**config.mk**
```make
export PLATFORM = sky130hd
export DESIGN_NAME = pipelined_array_multiplier
export DESIGN_NICKNAME = d
export VERILOG_FILES = /design/src/rtl/array_mult_pkg.sv /design/src/rtl/array_mult_slice.sv /design/src/rtl/full_adder.sv /design/src/rtl/pipelined_array_multiplier.sv
export SDC_FILE = /design/constraint.sdc
export NUM_CORES = 2
export LEC_CHECK = 0
export BUFFER_PORTS_ARGS = -buffer_cell sky130_fd_sc_hd__buf_2
export CORE_ASPECT_RATIO = 2
export CORE_MARGIN = 1
export CORE_UTILIZATION = 50
export DETAILED_ROUTE_END_ITERATION = 8
export GPL_TIMING_DRIVEN = 0
export PLACE_DENSITY = 0.63
export SETUP_SLACK_MARGIN = 0.15
export SLEW_MARGIN = 20
export SYNTH_ARGS = -nofsm -noshare
export SYNTH_HDL_FRONTEND = slang
export SYNTH_SLANG_ARGS = --single-unit
```
**constraint.sdc**
```tcl
create_clock -name clk -period 11.2 [get_ports clk]
set_input_delay 1.12 -clock clk [delete_from_list [all_inputs] [get_ports clk]]
set_output_delay 1.12 -clock clk [all_outputs]
set_load 0.005 [all_outputs]
```
**src/rtl/array_mult_pkg.sv**
```systemverilog
// rtl/array_mult_pkg.sv - shared constants and row-partition helpers for the pipelined array multiplier
//
// Purpose: latency constant, partial-product row partitioning across the
// pipeline slices, and parameter legality checks.
// Ports: none (package).

package array_mult_pkg;

  // Cycles from an accepted operand beat to out_valid.
  function automatic int lat(input int stages);
    return stages + 2;
  endfunction

  // Rows 1..WIDTH-1 are spread over the slices; row 0 seeds the sum vector.
  // Earlier slices take the extra rows when the split is uneven.
  function automatic int rows_in_slice(input int width, input int stages, input int s);
    int total;
    total = width - 1;
    return total / stages + ((s < (total % stages)) ? 1 : 0);
  endfunction

  function automatic int first_row(input int width, input int stages, input int s);
    int total;
    int rem;
    total = width - 1;
    rem   = total % stages;
    return 1 + s * (total / stages) + ((s < rem) ? s : rem);
  endfunction

  function automatic bit params_ok(input int width, input int stages);
    return (width >= 4) && (width <= 64) && (stages >= 1) && (stages <= width - 1);
  endfunction

endpackage

```
**src/rtl/array_mult_slice.sv**
```systemverilog
// rtl/array_mult_slice.sv - one registered slice of the carry-save multiplier array
//
// Purpose: adds partial-product rows FIRST_ROW..FIRST_ROW+NROWS-1 into the
// running sum/carry vectors and registers them with the operand magnitudes
// and the per-beat side-band (valid, sign, zero).
// Ports:
//   clk, rst_n          clock, asynchronous active-low reset
//   en                  global pipeline advance
//   in_valid/sign/zero  side-band from the previous stage
//   in_ma, in_mb        operand magnitudes
//   in_sum, in_carry    running carry-save vectors
//   out_*               registered versions for the next stage

module array_mult_slice
  import array_mult_pkg::*;
#(
  parameter int WIDTH     = 8,
  parameter int FIRST_ROW = 1,
  parameter int NROWS     = 1
) (
  input  logic                 clk,
  input  logic                 rst_n,
  input  logic                 en,
  input  logic                 in_valid,
  input  logic                 in_sign,
  input  logic                 in_zero,
  input  logic [WIDTH-1:0]     in_ma,
  input  logic [WIDTH-1:0]     in_mb,
  input  logic [2*WIDTH-1:0]   in_sum,
  input  logic [2*WIDTH-1:0]   in_carry,
  output logic                 out_valid,
  output logic                 out_sign,
  output logic                 out_zero,
  output logic [WIDTH-1:0]     out_ma,
  output logic [WIDTH-1:0]     out_mb,
  output logic [2*WIDTH-1:0]   out_sum,
  output logic [2*WIDTH-1:0]   out_carry
);

  localparam int PW = 2 * WIDTH;

  wire [PW-1:0] sum_w   [0:NROWS];
  wire [PW-1:0] carry_w [0:NROWS];

  assign sum_w[0]   = in_sum;
  assign carry_w[0] = in_carry;

  for (genvar i = 0; i < NROWS; i++) begin : g_row
    localparam int R = FIRST_ROW + i;
    wire [PW-1:0] pp = in_mb[R] ? ({{WIDTH{1'b0}}, in_ma} << R) : '0;
    wire [PW-2:0] cout_w;

    for (genvar k = 0; k < PW; k++) begin : g_bit
      if (k < PW - 1) begin : g_fa
        full_adder u_fa (
          .a    (sum_w[i][k]),
          .b    (carry_w[i][k]),
          .cin  (pp[k]),
          .sum  (sum_w[i+1][k]),
          .cout (cout_w[k])
        );
      end else begin : g_top
        // Carry out of the top bit falls off the 2*WIDTH result; the product fits.
        assign sum_w[i+1][k] = sum_w[i][k] ^ carry_w[i][k] ^ pp[k];
      end
    end

    assign carry_w[i+1] = {cout_w, 1'b0};
  end

  logic             valid_q, valid_d;
  logic             sign_q,  sign_d;
  logic             zero_q,  zero_d;
  logic [WIDTH-1:0] ma_q,    ma_d;
  logic [WIDTH-1:0] mb_q,    mb_d;
  logic [PW-1:0]    sum_q,   sum_d;
  logic [PW-1:0]    carry_q, carry_d;

  always_comb begin
    valid_d = valid_q;
    sign_d  = sign_q;
    zero_d  = zero_q;
    ma_d    = ma_q;
    mb_d    = mb_q;
    sum_d   = sum_q;
    carry_d = carry_q;
    if (en) begin
      valid_d = in_valid;
      sign_d  = in_sign;
      zero_d  = in_zero;
      ma_d    = in_ma;
      mb_d    = in_mb;
      sum_d   = sum_w[NROWS];
      carry_d = carry_w[NROWS];
    end
  end

  always_ff @(posedge clk or negedge rst_n) begin
    if (!rst_n) begin
      valid_q <= 1'b0;
      sign_q  <= 1'b0;
      zero_q  <= 1'b0;
      ma_q    <= '0;
      mb_q    <= '0;
      sum_q   <= '0;
      carry_q <= '0;
    end else begin
      valid_q <= valid_d;
      sign_q  <= sign_d;
      zero_q  <= zero_d;
      ma_q    <= ma_d;
      mb_q    <= mb_d;
      sum_q   <= sum_d;
      carry_q <= carry_d;
    end
  end

  assign out_valid = valid_q;
  assign out_sign  = sign_q;
  assign out_zero  = zero_q;
  assign out_ma    = ma_q;
  assign out_mb    = mb_q;
  assign out_sum   = sum_q;
  assign out_carry = carry_q;

endmodule

```
**src/rtl/full_adder.sv**
```systemverilog
// rtl/full_adder.sv - single-bit full adder cell
//
// Purpose: carry-save building block for the multiplier array.
// Ports: a, b, cin (addends); sum, cout (results).

module full_adder (
  input  logic a,
  input  logic b,
  input  logic cin,
  output logic sum,
  output logic cout
);

  assign sum  = a ^ b ^ cin;
  assign cout = (a & b) | (a & cin) | (b & cin);

endmodule

```
**src/rtl/pipelined_array_multiplier.sv**
```systemverilog
// rtl/pipelined_array_multiplier.sv - pipelined signed/unsigned array multiplier with valid/ready
//
// Purpose: one product per cycle through front, STAGES array slices, final
// ripple add and output correction stages; latency STAGES+2.
// Ports:
//   clk, rst_n          clock, asynchronous active-low reset
//   in_valid, in_ready  operand handshake
//   in_signed           1 = two's-complement operands for this beat
//   a, b                operands
//   out_valid, out_ready result handshake
//   result              2*WIDTH-bit product
//   out_zero            either operand of this beat was zero

module pipelined_array_multiplier
  import array_mult_pkg::*;
#(
  parameter int WIDTH  = 32,
  parameter int STAGES = 4
) (
  input  logic                 clk,
  input  logic                 rst_n,
  input  logic                 in_valid,
  output logic                 in_ready,
  input  logic                 in_signed,
  input  logic [WIDTH-1:0]     a,
  input  logic [WIDTH-1:0]     b,
  output logic                 out_valid,
  input  logic                 out_ready,
  output logic [2*WIDTH-1:0]   result,
  output logic                 out_zero
);

  localparam int PW = 2 * WIDTH;

  if (!params_ok(WIDTH, STAGES)) begin : g_bad_params
    $error("pipelined_array_multiplier: illegal WIDTH=%0d / STAGES=%0d", WIDTH, STAGES);
  end

  logic en;
  logic out_valid_q, out_valid_d;

  // Whole pipeline moves in lock-step; it stalls only when a result is stuck.
  assign en       = !out_valid_q || out_ready;
  assign in_ready = en;

  // Front stage: magnitudes, sign and zero flag.
  logic             f_valid_q, f_valid_d;
  logic             f_sign_q,  f_sign_d;
  logic             f_zero_q,  f_zero_d;
  logic [WIDTH-1:0] f_ma_q,    f_ma_d;
  logic [WIDTH-1:0] f_mb_q,    f_mb_d;

  always_comb begin
    f_valid_d = f_valid_q;
    f_sign_d  = f_sign_q;
    f_zero_d  = f_zero_q;
    f_ma_d    = f_ma_q;
    f_mb_d    = f_mb_q;
    if (en) begin
      f_valid_d = in_valid;
      // -MIN wraps to 2^(WIDTH-1), which is the correct unsigned magnitude.
      f_ma_d    = (in_signed && a[WIDTH-1]) ? -a : a;
      f_mb_d    = (in_signed && b[WIDTH-1]) ? -b : b;
      f_sign_d  = in_signed && (a[WIDTH-1] ^ b[WIDTH-1]);
      f_zero_d  = (a == '0) || (b == '0);
    end
  end

  always_ff @(posedge clk or negedge rst_n) begin
    if (!rst_n) begin
      f_valid_q <= 1'b0;
      f_sign_q  <= 1'b0;
      f_zero_q  <= 1'b0;
      f_ma_q    <= '0;
      f_mb_q    <= '0;
    end else begin
      f_valid_q <= f_valid_d;
      f_sign_q  <= f_sign_d;
      f_zero_q  <= f_zero_d;
      f_ma_q    <= f_ma_d;
      f_mb_q    <= f_mb_d;
    end
  end

  // Slice chain; index k feeds slice k, index STAGES is the array output.
  wire             valid_c [0:STAGES];
  wire             sign_c  [0:STAGES];
  wire             zero_c  [0:STAGES];
  wire [WIDTH-1:0] ma_c    [0:STAGES];
  wire [WIDTH-1:0] mb_c    [0:STAGES];
  wire [PW-1:0]    sum_c   [0:STAGES];
  wire [PW-1:0]    carry_c [0:STAGES];

  assign valid_c[0] = f_valid_q;
  assign sign_c[0]  = f_sign_q;
  assign zero_c[0]  = f_zero_q;
  assign ma_c[0]    = f_ma_q;
  assign mb_c[0]    = f_mb_q;
  // Row 0 seeds the sum vector directly; no adders needed for it.
  assign sum_c[0]   = f_mb_q[0] ? {{WIDTH{1'b0}}, f_ma_q} : '0;
  assign carry_c[0] = '0;

  for (genvar k = 0; k < STAGES; k++) begin : g_slice
    array_mult_slice #(
      .WIDTH     (WIDTH),
      .FIRST_ROW (first_row(WIDTH, STAGES, k)),
      .NROWS     (rows_in_slice(WIDTH, STAGES, k))
    ) u_slice (
      .clk       (clk),
      .rst_n     (rst_n),
      .en        (en),
      .in_valid  (valid_c[k]),
      .in_sign   (sign_c[k]),
      .in_zero   (zero_c[k]),
      .in_ma     (ma_c[k]),
      .in_mb     (mb_c[k]),
      .in_sum    (sum_c[k]),
      .in_carry  (carry_c[k]),
      .out_valid (valid_c[k+1]),
      .out_sign  (sign_c[k+1]),
      .out_zero  (zero_c[k+1]),
      .out_ma    (ma_c[k+1]),
      .out_mb    (mb_c[k+1]),
      .out_sum   (sum_c[k+1]),
      .out_carry (carry_c[k+1])
    );
  end

  // Magnitudes are no longer needed once every row has been added.
  wire [2*WIDTH-1:0] unused_ops = {ma_c[STAGES], mb_c[STAGES]};

  // Final ripple-carry stage resolves the carry-save pair.
  logic          p_valid_q, p_valid_d;
  logic          p_sign_q,  p_sign_d;
  logic          p_zero_q,  p_zero_d;
  logic [PW-1:0] prod_q,    prod_d;

  always_comb begin
    p_valid_d = p_valid_q;
    p_sign_d  = p_sign_q;
    p_zero_d  = p_zero_q;
    prod_d    = prod_q;
    if (en) begin
      p_valid_d = valid_c[STAGES];
      p_sign_d  = sign_c[STAGES];
      p_zero_d  = zero_c[STAGES];
      prod_d    = sum_c[STAGES] + carry_c[STAGES];
    end
  end

  always_ff @(posedge clk or negedge rst_n) begin
    if (!rst_n) begin
      p_valid_q <= 1'b0;
      p_sign_q  <= 1'b0;
      p_zero_q  <= 1'b0;
      prod_q    <= '0;
    end else begin
      p_valid_q <= p_valid_d;
      p_sign_q  <= p_sign_d;
      p_zero_q  <= p_zero_d;
      prod_q    <= prod_d;
    end
  end

  // Output stage: sign correction and zero forcing.
  logic [PW-1:0] result_q, result_d;
  logic          out_zero_q, out_zero_d;

  always_comb begin
    out_valid_d = out_valid_q;
    out_zero_d  = out_zero_q;
    result_d    = result_q;
    if (en) begin
      out_valid_d = p_valid_q;
      out_zero_d  = p_zero_q;
      if (p_zero_q) begin
        result_d = '0;
      end else if (p_sign_q) begin
        result_d = -prod_q;
      end else begin
        result_d = prod_q;
      end
    end
  end

  always_ff @(posedge clk or negedge rst_n) begin
    if (!rst_n) begin
      out_valid_q <= 1'b0;
      out_zero_q  <= 1'b0;
      result_q    <= '0;
    end else begin
      out_valid_q <= out_valid_d;
      out_zero_q  <= out_zero_d;
      result_q    <= result_d;
    end
  end

  assign out_valid = out_valid_q;
  assign out_zero  = out_zero_q;
  assign result    = result_q;

endmodule

```
# After elaboration in Yosys (flattened, before gate mapping)
# Index checks and enable logic that the tools add are counted.
# W data, S select, Z words.
word_totals:
  ff_bits: 912
  wordCells: 13354
op_classes:
  add_sub_neg: 4
  mux: 36
  bitwise_logic: 13268
  n_reduce_logical: 8
ops:
  columns: ["operator", "count"]
  rows:
  - ["$and A1 B1 Y1", 4772]
  - ["$or A1 B1 Y1", 3720]
  - ["$xor A1 B1 Y1", 3378]
  - ["$and A1 B1 Y1 const B", 870]
  - ["$xor A1 B1 Y1 const B", 465]
  - ["$mux W64", 2]
  - ["$mux W32", 3]
  - ["$add A64 B64 Y64", 1]
  - ["$logic_not A32 Y1", 2]
  - ["$neg A32 Y32", 2]
  - ["$neg A64 Y64", 1]
  - ["$mux W63", 1]
  - ["$mux W62", 1]
  - ["$mux W61", 1]
  - ["$mux W60", 1]
  - ["$mux W59", 1]
  - ["$mux W58", 1]
  - ["$mux W57", 1]
  - ["$mux W56", 1]
  - ["$mux W55", 1]
  - ["$mux W54", 1]
  - ["$mux W53", 1]
  - ["$mux W52", 1]
  - ["$mux W51", 1]
  - ["other kinds (25)", 87]

# Depth between registers and ports, before layout
logic_depth:
  ltp_word: 25
  ltp_mapped: 16
  ltp_nobuf: 15

# Cells and area by module
# A second synthesis with hierarchy kept.
hier_totals:
  cells_unflattened: 6380
  hier_area_um2: 89164.3
modules_own_cells:
  columns: ["mod", "instances", "cells_per_inst", "area_per_inst_um2", "seq_area_each_um2"]
  rows:
  - ["full_adder", 1953, 1, 20.0, 0.0]
  - ["array_mult_slice (g_slice[0].u_slice ...)", 3, 699, 8984.9, 4854.7]
  - ["pipelined_array_multiplier", 1, 1665, 13744.4, 5004.8]
  - ["array_mult_slice (g_slice[3].u_slice)", 1, 665, 9367.7, 4854.7]

# Least setup slack after synthesis
# OpenSTA, ideal clock, no wires.
synth_path:
  kind: "flip-flop to flip-flop"
  startpoint: "reg g_slice[0].u_slice.mb_q[9]"
  endpoint: "reg g_slice[1].u_slice.sum_q[18]"
  arrival_ns: 4.922
  required_time_ns: 11.067
  slack_ns: 6.146
  stages_incl_launch_ff: 13
  path_buffers: 1
  synth_period_minus_slack_ns: 5.054
  cell_sequence: "dfrtp_1 -> clkbuf_1 -> and2_1 -> fa_1 -> fa_1 -> fa_1 -> fa_1 -> fa_1 -> fa_1 -> fa_1 -> inv_1 -> fa_1 -> a21oi_1"
synth_via:
  elab_chain_cells: 24
  elab_cells_between_ends: 185
  classes_between: "mux (1); bitwise (184)"
synth_rtl:
  columns: ["element", "line_no", "rtl"]
  rows:
  - ["from (decl)", "array_mult_slice.sv:75", "logic [WIDTH-1:0] mb_q, mb_d;"]
  - ["from (signal assigned)", "array_mult_slice.sv:112", "mb_q <= mb_d;"]
  - ["$mux W41 (*)", null, null]
  - ["$and A1 B1 Y1", null, null]
  - ["$or A1 B1 Y1 (2 in a row)", null, null]
  - ["$and A1 B1 Y1", null, null]
  - ["$or A1 B1 Y1 (2 in a row)", null, null]
  - ["$and A1 B1 Y1", null, null]
  - ["$or A1 B1 Y1 (2 in a row)", null, null]
  - ["$and A1 B1 Y1", null, null]
  - ["$or A1 B1 Y1 (2 in a row)", null, null]
  - ["$and A1 B1 Y1", null, null]
  - ["$or A1 B1 Y1 (2 in a row)", null, null]
  - ["$and A1 B1 Y1", null, null]
  - ["$or A1 B1 Y1 (2 in a row)", null, null]
  - ["$and A1 B1 Y1", null, null]
  - ["$or A1 B1 Y1 (2 in a row)", null, null]
  - ["$xor A1 B1 Y1 (*) (2 in a row)", null, null]
  - ["to (signal assigned)", "array_mult_slice.sv:113", "sum_q <= sum_d;"]
  - ["to (decl)", "array_mult_slice.sv:76", "logic [PW-1:0] sum_q, sum_d;"]
# Every way passes the cells marked *; elsewhere a longest branch is shown, timed or not.
# A chain may end at the register's enable or synchronous reset.

# Worst setup path in the final report
layout_path:
  startpoint: "reg g_slice[1].u_slice.mb_q[17]"
  endpoint: "reg g_slice[2].u_slice.sum_q[26]"
layout_via:
  elab_chain_cells: 24
  elab_cells_between_ends: 185
  classes_between: "mux (1); bitwise (184)"
layout_rtl:
  columns: ["element", "line_no"]
  rows:
  - ["from (decl)", "array_mult_slice.sv:75"]
  - ["from (signal assigned)", "array_mult_slice.sv:112"]
  - ["$mux W49 (*)", null]
  - ["$and A1 B1 Y1", null]
  - ["$or A1 B1 Y1 (2 in a row)", null]
  - ["$and A1 B1 Y1", null]
  - ["$or A1 B1 Y1 (2 in a row)", null]
  - ["$and A1 B1 Y1", null]
  - ["$or A1 B1 Y1 (2 in a row)", null]
  - ["$and A1 B1 Y1", null]
  - ["$or A1 B1 Y1 (2 in a row)", null]
  - ["$and A1 B1 Y1", null]
  - ["$or A1 B1 Y1 (2 in a row)", null]
  - ["$and A1 B1 Y1", null]
  - ["$or A1 B1 Y1 (2 in a row)", null]
  - ["$and A1 B1 Y1", null]
  - ["$or A1 B1 Y1 (2 in a row)", null]
  - ["$xor A1 B1 Y1 (*) (2 in a row)", null]
  - ["to (signal assigned)", "array_mult_slice.sv:113"]
  - ["to (decl)", "array_mult_slice.sv:76"]
# Marked as above.

==> qor.csv <==
metric;value;unit
hpwl dp;149000;um
DR vias;39600;
post-synthesis xor/xnor area fraction;2.07;%
PostCTS Resize Cnt;0;
Clk Latency, worst-skew pair;680;ps
Synth Area in Simple Gates;20.9;%
ys async rst share;100;%
Post-Synth Adder-Cell Area;34.9;%
CTS tree;yes;
WP data arrival;6670;ps
Rows;172;
post-route ant nets;0;
kind of critical path;flop to flop;
Die Width;238;um
gpl congestion;0.943;
# fillers;10400;
most frequent CP cell;fa_1;
worst hold path class;input pin to async pin;
Setup-failing EPs final;0;
Final Hold Viols;0;
Max Clock Freq;0.163;GHz
largest family of logic cells by synthesized area;adder cells;
EDFF count, synth;0;
Unique masters post-synth;60;
vias in the first global route;44500;
hold_buf cts;0;
Yosys reg bits;684;
worst path cell trace;clkbuf_1, and2_1, fa_1, fa_1, fa_1, fa_1, fa_1, fa_1, fa_1, inv_1, fa_1, a21oi_1;
critical path launch point type;flop;
Die Ht;474;um
critical path's slowest cell;dfrtp_1;
CTS clk-pin slew, worst paths;70;ps
TritonRoute pass-1 iters;5;
WL final;175000;um
post-DR wirelength/cell;23.5;um
part of the cycle the worst path needs;54.6;%
Worst-Margin Slew;1240;ps
Main synth FF type;dfrtp_1;
outcome;completed;
first-pass GRT wire length;264000;um
Critical Path End Type;flop;
H-tree Lvls;3;
Hold Slack;282;ps
Post-CTS Setup Bufs;0;
Root Buffer;clkbuf_16;
drt initial violations;1806;
final net count;6979;
Synthesis Warnings;0;
sequential area share after synthesis;30.7;%
mapped cell area;55700;um2
full die area;113000;um2
Setup Skew;17.9;ps
IO buf count;135;
average vias per placed instance;5.32;
Max Cap Viol;0;
Total Neg Setup Slack;0;ps
area of the multi-input gates;35800;um2
largest net degree at the start of global routing;95;
Rel. slew slack;17.6;%
CTS buffer count;68;
share of layout cells above drive strength 1;4.95;%
Tot GR Track Use;32.5;%
post-synthesis compound-gate area fraction;6.22;%
slowest stage delay, CP;720;ps
CTS Buffer Depth;3;
final-report max-slew violation count;0;
crit path time final;6120;ps
IO Count;136;
Worst EP required;11750;ps
mux contribution to synthesized area;0.0539;%
unrepaired setup endpoints after global routing;no;
Area Growth Syn to Fin;9.15;%
initial antenna violation count;4;
Place WS;5030;ps
CP Max Fanout;10;
Cells after Synth;5701;
syn_nets;6766;
remaining global-route overflow;0;
core area;110000;um2
Reg area;17100;um2
Initial Util;50.6;%
syn avg cell area;9.78;um2
# DRC;0;
final setup margin;5080;ps
clock sinks;684;
[metal layers]
| metal | vias up | GRT usage, % | part of all wire (%) |
|---|---|---|---|
| li1 | 17900 | - | - |
| met1 | 20100 | 27.5 | 29 |
| met2 | 979 | 64.2 | 57 |
| met3 | 598 | 3.46 | 2.9 |
| met4 | 2 | 29.9 | 11 |
| met5 | - | 0 | 0.0086 |
[synthesized netlist by cell type, drive strengths merged, types with 2 or more instances]
master	instances	share of area, %
nand2	1328	8.9
fa	931	33
and2	743	8.3
dfrtp	684	31
inv	402	2.7
clkbuf	341	2.3
a21oi	315	2.8
nor2	307	2.1
o21ai	163	1.5
xor2	84	1.3
ha	65	1.5
o31ai	49	0.67
xnor2	48	0.75
nor3	30	0.27
nand3	24	0.22
buf	18	0.15
a21o	17	0.23
o41ai	15	0.32
or4	15	0.24
nor4	12	0.13
or3	12	0.14
a31oi	8	0.090
nand2b	8	0.090
or2	8	0.090
a211oi	7	0.094
and3	7	0.079
nor2b	7	0.079
a21boi	6	0.081
nand4	6	0.067
o21a	4	0.054
a311oi	3	0.047
mux2i	3	0.054
o211ai	3	0.040
a221oi	2	0.031
a22o	2	0.031
nand3b	2	0.027
nor3b	2	0.027
nor4b	2	0.031
o2111ai	2	0.031
o21bai	2	0.027
o221ai	2	0.031
[metrics by stage]
stage                     util, %  cell area, um2  std cells
after floorplan                 -           55700       5701
after global placement       52.9           58300       7315
after detailed placement     53.1           58500       7323
after CTS                    55.2           60800       7443
after global routing         55.2           60800       7445
final                        55.2           60800       7445
[final cells by class]
cell class                      count  area share (%)
Clock inverter                     36           0.784
Inverter                          402            2.48
Sequential cell                   684            28.1
Antenna cell                        2         0.00823
Multi-Input combinational cell   4256            58.8
Clock buffer                       84            3.03
Tap cell                         1479            3.04
Buffer                            359            2.26
Timing Repair Buffer              143            1.49
[worst paths after layout]
kind,cells after the start,endpoint,startpoint,slack [ps]
max reg2reg,12,g_slice[2].u_slice.out_sum[26]$_DFFE_PN0P_,g_slice[1].u_slice.out_mb[17]$_DFFE_PN0P_,5080
min in group clk,2,prod_q[7]$_DFFE_PN0P_,g_slice[3].u_slice.out_sum[7]$_DFFE_PN0P_,460
min,1,g_slice[3].u_slice.out_carry[46]$_DFFE_PN0P_,rst_n,280
max in group asynchronous,5,g_slice[0].u_slice.out_mb[27]$_DFFE_PN0P_,rst_n,8840
max,12,g_slice[2].u_slice.out_sum[26]$_DFFE_PN0P_,g_slice[1].u_slice.out_mb[17]$_DFFE_PN0P_,5080
min reg2reg,2,prod_q[7]$_DFFE_PN0P_,g_slice[3].u_slice.out_sum[7]$_DFFE_PN0P_,460
[registers in the layout, indices dropped and copies added (netlist names), 4 cells and up]
register,flops
g_slice.u_slice.out_mb,45
f_mb_q,32
g_slice.u_slice.out_sign,4
g_slice.u_slice.out_carry,124
g_slice.u_slice.out_valid,4
g_slice.u_slice.out_ma,96
result,64
g_slice.u_slice.out_sum,207
prod_q,64
g_slice.u_slice.out_zero,4
f_ma_q,32
[critical path: cells and delay by family, from the launching register on]
family | cells | cell delay [ps]
buf+inv | 2 | 630
compound gates | 1 | 60
flops | 1 | 720
simple gates | 1 | 250
fa+ha+maj | 8 | 4300
[placed cells by master, fill, tap and decap left out, drive strengths merged, types with 8 or more instances in the layout]
cell and n:
or3 12, nand2 1328, a21o 17, or2 8, xnor2 48, nand3 24
clkinvlp 9, clkinv 16, buf 161, clkbuf 425, nor4 12, xor2 84
o21ai 163, o41ai 15, inv 406, nor2 307, o31ai 49, nand2b 8
and2 743, nor3 30, ha 65, a31oi 8, or4 15, fa 931
dfrtp 684, a21oi 315
[logic make-up (layout without fill, tap and decap cells)]
family / Yosys count / in the layout
XOR/XNOR: 132 / 132
adder cells (fa/ha/maj): 996 / 996
AO/OA/AOI/OAI: 609 / 609
flip-flops: 684 / 684
multiplexers: 3 / 3
buffers and inverters: 761 / 1024
AND/OR/NAND/NOR: 2516 / 2516
other: 0 / 2
Power is left out: the tool's default activity adds up to more than one toggle a clock period on the data nets, which glitch-free logic cannot reach.
